--- src/rtl/seq_det_pkg.sv ---
// seq_det_pkg: shared defaults and config record for the programmable sequence detector
package seq_det_pkg;
  localparam int PAT_W = 32;
  localparam int CFG_LEN_W = 6;
  localparam logic [PAT_W-1:0] DEF_PAT = 32'b101;
  localparam logic [CFG_LEN_W-1:0] DEF_LEN = 6'd3;
  localparam logic DEF_OVERLAP = 1'b1;
  typedef struct packed {
    logic [PAT_W-1:0] pattern;
    logic [CFG_LEN_W-1:0] len;
    logic overlap;
  } cfg_t;
endpackage

--- src/rtl/seq_det_sat_cnt.sv ---
// seq_det_sat_cnt: saturating up-counter, clear has priority over increment
// ports: clock_in, rst_in (sync, active-low), clr, inc, count[CNT_W]
module seq_det_sat_cnt #(
  parameter int CNT_W = 8
) (
  input  logic             clock_in,
  input  logic             rst_in,
  input  logic             clr,
  input  logic             inc,
  output logic [CNT_W-1:0] count
);
  always_ff @(posedge clock_in)
    if (!rst_in || clr) count <= '0;
    else if (inc && count != '1) count <= count + CNT_W'(1);
endmodule

--- src/rtl/seq_det_prog.sv ---
// seq_det_prog: runtime-programmable serial pattern detector with saturating match counter
// ports: clock_in, rst_in (sync, active-low); cfg_load/cfg_pattern/cfg_len/cfg_overlap -> cfg_err;
//        data_valid/data_in -> match_out; cnt_clr -> match_count
module seq_det_prog
  import seq_det_pkg::*;
#(
  parameter int MAX_LEN = 8,
  parameter int CNT_W = 8,
  localparam int LEN_W = $clog2(MAX_LEN + 1)
) (
  input  logic               clock_in,
  input  logic               rst_in,
  input  logic               cfg_load,
  input  logic [MAX_LEN-1:0] cfg_pattern,
  input  logic [LEN_W-1:0]   cfg_len,
  input  logic               cfg_overlap,
  output logic               cfg_err,
  input  logic               data_valid,
  input  logic               data_in,
  output logic               match_out,
  input  logic               cnt_clr,
  output logic [CNT_W-1:0]   match_count
);
  cfg_t cfg_q;
  logic [MAX_LEN-1:0] hist, nxt;
  logic [LEN_W-1:0] fill, fill_inc;
  logic [PAT_W-1:0] mask;
  logic hit, take, len_ok;
  always_comb begin
    nxt = {hist[MAX_LEN-2:0], data_in};
    // shifting by the full width yields zero, so len == 32 gives an all-ones mask
    mask = ~({PAT_W{1'b1}} << cfg_q.len);
    hit = (7'(fill) + 7'd1 >= 7'(cfg_q.len)) && (((PAT_W'(nxt) ^ cfg_q.pattern) & mask) == '0);
    take = data_valid && !cfg_load && hit;
    len_ok = cfg_len != '0 && cfg_len <= LEN_W'(MAX_LEN);
    fill_inc = (fill == LEN_W'(MAX_LEN)) ? fill : fill + LEN_W'(1);
  end
  always_ff @(posedge clock_in)
    if (!rst_in) begin
      cfg_q <= '{pattern: DEF_PAT, len: DEF_LEN, overlap: DEF_OVERLAP};
      hist <= '0;
      fill <= '0;
      match_out <= 1'b0;
      cfg_err <= 1'b0;
    end else begin
      match_out <= take;
      cfg_err <= cfg_load && !len_ok;
      // a load always consumes the cycle; a coincident data bit is dropped
      if (cfg_load) begin
        if (len_ok) begin
          cfg_q <= '{pattern: PAT_W'(cfg_pattern), len: CFG_LEN_W'(cfg_len), overlap: cfg_overlap};
          hist <= '0;
          fill <= '0;
        end
      end else if (data_valid) begin
        hist <= nxt;
        fill <= (hit && !cfg_q.overlap) ? '0 : fill_inc;
      end
    end
  seq_det_sat_cnt #(.CNT_W(CNT_W)) u_cnt (
    .clock_in(clock_in),
    .rst_in  (rst_in),
    .clr     (cnt_clr),
    .inc     (take),
    .count   (match_count)
  );
endmodule

--- config.mk ---
export PLATFORM = sky130hd
export DESIGN_NAME = seq_det_prog
export DESIGN_NICKNAME = d
export VERILOG_FILES = /design/src/rtl/seq_det_pkg.sv /design/src/rtl/seq_det_sat_cnt.sv /design/src/rtl/seq_det_prog.sv
export SDC_FILE = /design/constraint.sdc
export NUM_CORES = 1
export LEC_CHECK = 0
export CAP_MARGIN = 20
export CORE_MARGIN = 1.5
export CORE_UTILIZATION = 56
export CTS_CLUSTER_SIZE = 25
export DETAILED_ROUTE_END_ITERATION = 6
export MAX_ROUTING_LAYER = met4
export PLACE_DENSITY = 0.84
export RECOVER_POWER = 25
export SETUP_SLACK_MARGIN = 0.05
export SLEW_MARGIN = 30
export SYNTH_ARGS = -nofsm -noshare
export SYNTH_HDL_FRONTEND = slang
export SYNTH_SLANG_ARGS = --single-unit
--- constraint.sdc ---
create_clock -name clock_in -period 6 [get_ports clock_in]
set_clock_uncertainty 0.1 [all_clocks]
set_input_delay 1.2 -clock clock_in [delete_from_list [all_inputs] [get_ports clock_in]]
set_output_delay 1.2 -clock clock_in [all_outputs]
set_load 0.01 [all_outputs]
==> results.cfg <==
[status]
status = complete, no violations

[setup_path]
worst_setup_path_end_kind = register
worstPathBufferInverterCount = 1
worst-endpoint-arrival_ns = 3.39
capturing_instance_or_port_of_the_critical_path = fill[0]
rr_worst_depth = 8
critPathRequiredTime_ns = 6.10
startpoint_type = input pin
crit_path_frequent_cell = sky130_fd_sc_hd__nor3_1
cells_traversed_along_the_worst_timing_path = clkdlybuf4s50_1 > nor3_1 > xnor2_1 > and2_0 > nor2_1 > a211oi_1 > nor3_1
reg2reg_setup_slack_ns = 3.25
critical-path-slowest-cell = sky130_fd_sc_hd__and2_0
path_max_fanout = 14
critPathTopFamily = simple AND/OR/NAND/NOR gates
critical_path.max_stage_delay_ns = 0.62
crit-reg2reg-capture = u_cnt.count[3]
critPathLaunch = cfg_len[0]
cp.depth = 7
criticalPathCategory = in -> reg
critical_path.reg2reg.startpoint = fill[0]

[final_layout]
nNetsFinal = 268
diodes = 0
layout.cells.most_common = sky130_fd_sc_hd__nand2_1
final_area_um2 = 2040
finish.cell_count_without_fillers = 274
area_delta_synth_final_pct = 19.2
most-common-layout-cells = 38 x sky130_fd_sc_hd__nand2_1, 34 x sky130_fd_sc_hd__dfxtp_1, 28 x sky130_fd_sc_hd__a21oi_1
drive_gt1_frac = 0.0494

[power_and_ir_drop]
seq_power_share = 0.562
netSwitchingPower_w = 0.000112
irDropWorstVdd_uv = 181
portion_of_total_power_attributed_to_the_clock_network = 0.306
share_comb_of_total_power = 0.133
p_leak_nw = 0.717
switching_share = 0.262
intPower_w = 0.000316
powerDensity_nw_per_um2 = 209

[logic_synthesis]
yosys-top-cells-area = sky130_fd_sc_hd__dfxtp_1 40%, sky130_fd_sc_hd__nand2_1 8.3%, sky130_fd_sc_hd__a21oi_1 8.2%
netlist-cell-type-count = 39
leading_area_contributor_after_synthesis = sky130_fd_sc_hd__dfxtp_1
postSynthRegisterBits = 34
synth_area_um2 = 1720
synthesis.area_per_instance_um2 = 7.98
synthArstFlopShare = 0
mappedNetlistNets = 241
synth-edff-count = 0
yosys_warnings = 0
proportion_of_synthesized_chip_area_in_sequential_cells = 0.397
syn-instance-count = 215
synth.top_cell.area_share = 0.397
yosys_most_used_dff = sky130_fd_sc_hd__dfxtp_1

[cts]
root_buffer = sky130_fd_sc_hd__clkbuf_4
postCtsSetupRepairBufs = 0
cts_hold_buf = 0
clock_tree.htree_level_count = 2
cts-root-to-sink-buffers = 2
cts_tree = done
clk_pin_slew_worst_paths_ns = 0.10
post_cts.resized_instances = 0
cts_sinks = 34
tritoncts.num_buffers = 5
worst_skew_pair.late_latency_ns = 0.33

[placement]
io_buffers = 28
dp.cells = 266
place.gp.congestion = 0.797
post-dp-hpwl_um = 2670
dp_slack_ns = 2.39
dpl-instance-area_um2 = 1990

[floorplanning]
area_inside_the_core_boundary_um2 = 2830
initial_utilization = 0.606
design.die.area_um2 = 3400
die_w_um = 58.3
num_rows = 19
dieHeight_um = 58.3
pin_count = 29

[grt]
initial_antenna_violation_count = 0
pin_count_of_the_biggest_net_entering_global_routing = 23
first_global_vias = 1450
overflow = 0
grt_util_all_layers = 0.245
grt_first_pass_wirelength_um = 6200

[sta]
post-route-min-period_ns = 3.28
worst_slew_margin_relative_to_its_limit = 0.527
final-setup-viol-count = 0
timing.fmax_ghz = 0.304
hold_violations = 0
rsz0062_at_grt = no
finalCritPeriodShare = 0.547
finalSetupTns_ns = 0
final_max_slew_viol_count = 0
layout_setup_ws_ns = 2.72
worst_slew_pin_slew_ns = 0.709

[drt]
detailroute.via_count = 1587
avgRoutedWirePerCell_um = 13.1
drc = 0
antenna_left = 0
drt_iter0_drc = 134
drt-vias-per-instance = 5.79
drt_pre_antenna_iters = 4
drt-total-wl_um = 3590

[min_path]
min_path_type = reg -> reg

[flow_run]
drv_cap = 0
==> metrics by stage <==
stage               power, W  hold WS [ns]  utilization
finish              0.000428         0.372        0.723
detailed placement  0.000303         0.360        0.703
global placement    0.000301         0.359        0.703
global route        0.000449         0.398        0.723
floorplan           0.000280         0.339            -
CTS                 0.000434         0.374        0.724
==> layout make-up <==
cell class / instances / area, um2
inverters: 9 / 33.8
well taps: 31 / 38.8
multi-input cells: 164 / 951
flip-flops and latches: 34 / 681
fillers: 228 / 785
repair buffers: 28 / 280
clock buffers: 7 / 55.1
clock inverters: 1 / 5.00
==> registers in the layout, summed over array words and instances (netlist names) <==
signal / count
cfg_err: 1
hist: 7
u_cnt.count: 8
fill: 4
cfg_q: 13
match_out: 1
==> synthesized netlist by cell type, types with 3 or more instances <==
cell / count
sky130_fd_sc_hd__nand3_1: 20
sky130_fd_sc_hd__nor3_1: 6
sky130_fd_sc_hd__o21ai_0: 6
sky130_fd_sc_hd__a21oi_1: 28
sky130_fd_sc_hd__or4_1: 3
sky130_fd_sc_hd__o31ai_1: 3
sky130_fd_sc_hd__dfxtp_1: 34
sky130_fd_sc_hd__xnor2_1: 10
sky130_fd_sc_hd__a211oi_1: 3
sky130_fd_sc_hd__inv_1: 9
sky130_fd_sc_hd__clkbuf_1: 5
sky130_fd_sc_hd__nand4_1: 4
sky130_fd_sc_hd__nand2_1: 38
sky130_fd_sc_hd__o22ai_1: 3
sky130_fd_sc_hd__nor2_1: 9
sky130_fd_sc_hd__ha_1: 7
==> kinds of logic (layout without fill, tap and decap cells) <==
group                      count (synthesis)  count (layout)  synth area share
xor gates and xnor gates                  11              11            0.0562
and+or+nand+nor                           95              95             0.279
adders and majority gates                  7               7            0.0511
AOI/OAI and AO/OA                         51              51             0.171
DFF                                       34              34             0.397
buffers and inverters                     17              45            0.0459
==> tightest hold or removal path, delay by kind of cell (launching register included) <==
family | cells | cell delay, ns
AO/OA/AOI/OAI | 1 | 0.05
AND/OR/NAND/NOR | 1 | 0.05
flip-flops | 1 | 0.33
==> layer usage <==
layer  wire length, um  global-route usage  vias to the layer above
met2              1790               0.396                       24
met5                 0                   -                        -
met1              1620               0.290                      734
met4                65               0.120                        0
met3               120              0.0505                        6
li1                  -                   -                      823
==> power by group through the flow <==
stage          clock, W  combinational [W]  sequential [W]
6_report       0.000131          0.0000569        0.000240
5_1_grt        0.000145          0.0000628        0.000242
4_1_cts        0.000136          0.0000576        0.000240
3_5_place_dp          0          0.0000575        0.000246
3_3_place_gp          0          0.0000559        0.000245
2_1_floorplan         0          0.0000375        0.000243
==> worst min path at each step <==
stage               startpoint        end  cells after the start
finish               cfg_q[10]  cfg_q[10]                      2
global route         cfg_q[10]  cfg_q[10]                      2
CTS                  cfg_q[10]  cfg_q[10]                      2
detailed placement   cfg_q[10]  cfg_q[10]                      2
global placement     cfg_q[11]  cfg_q[11]                      2
floorplan             cfg_q[0]   cfg_q[0]                      2
No activity file was read; power rests on OpenSTA's default activity.
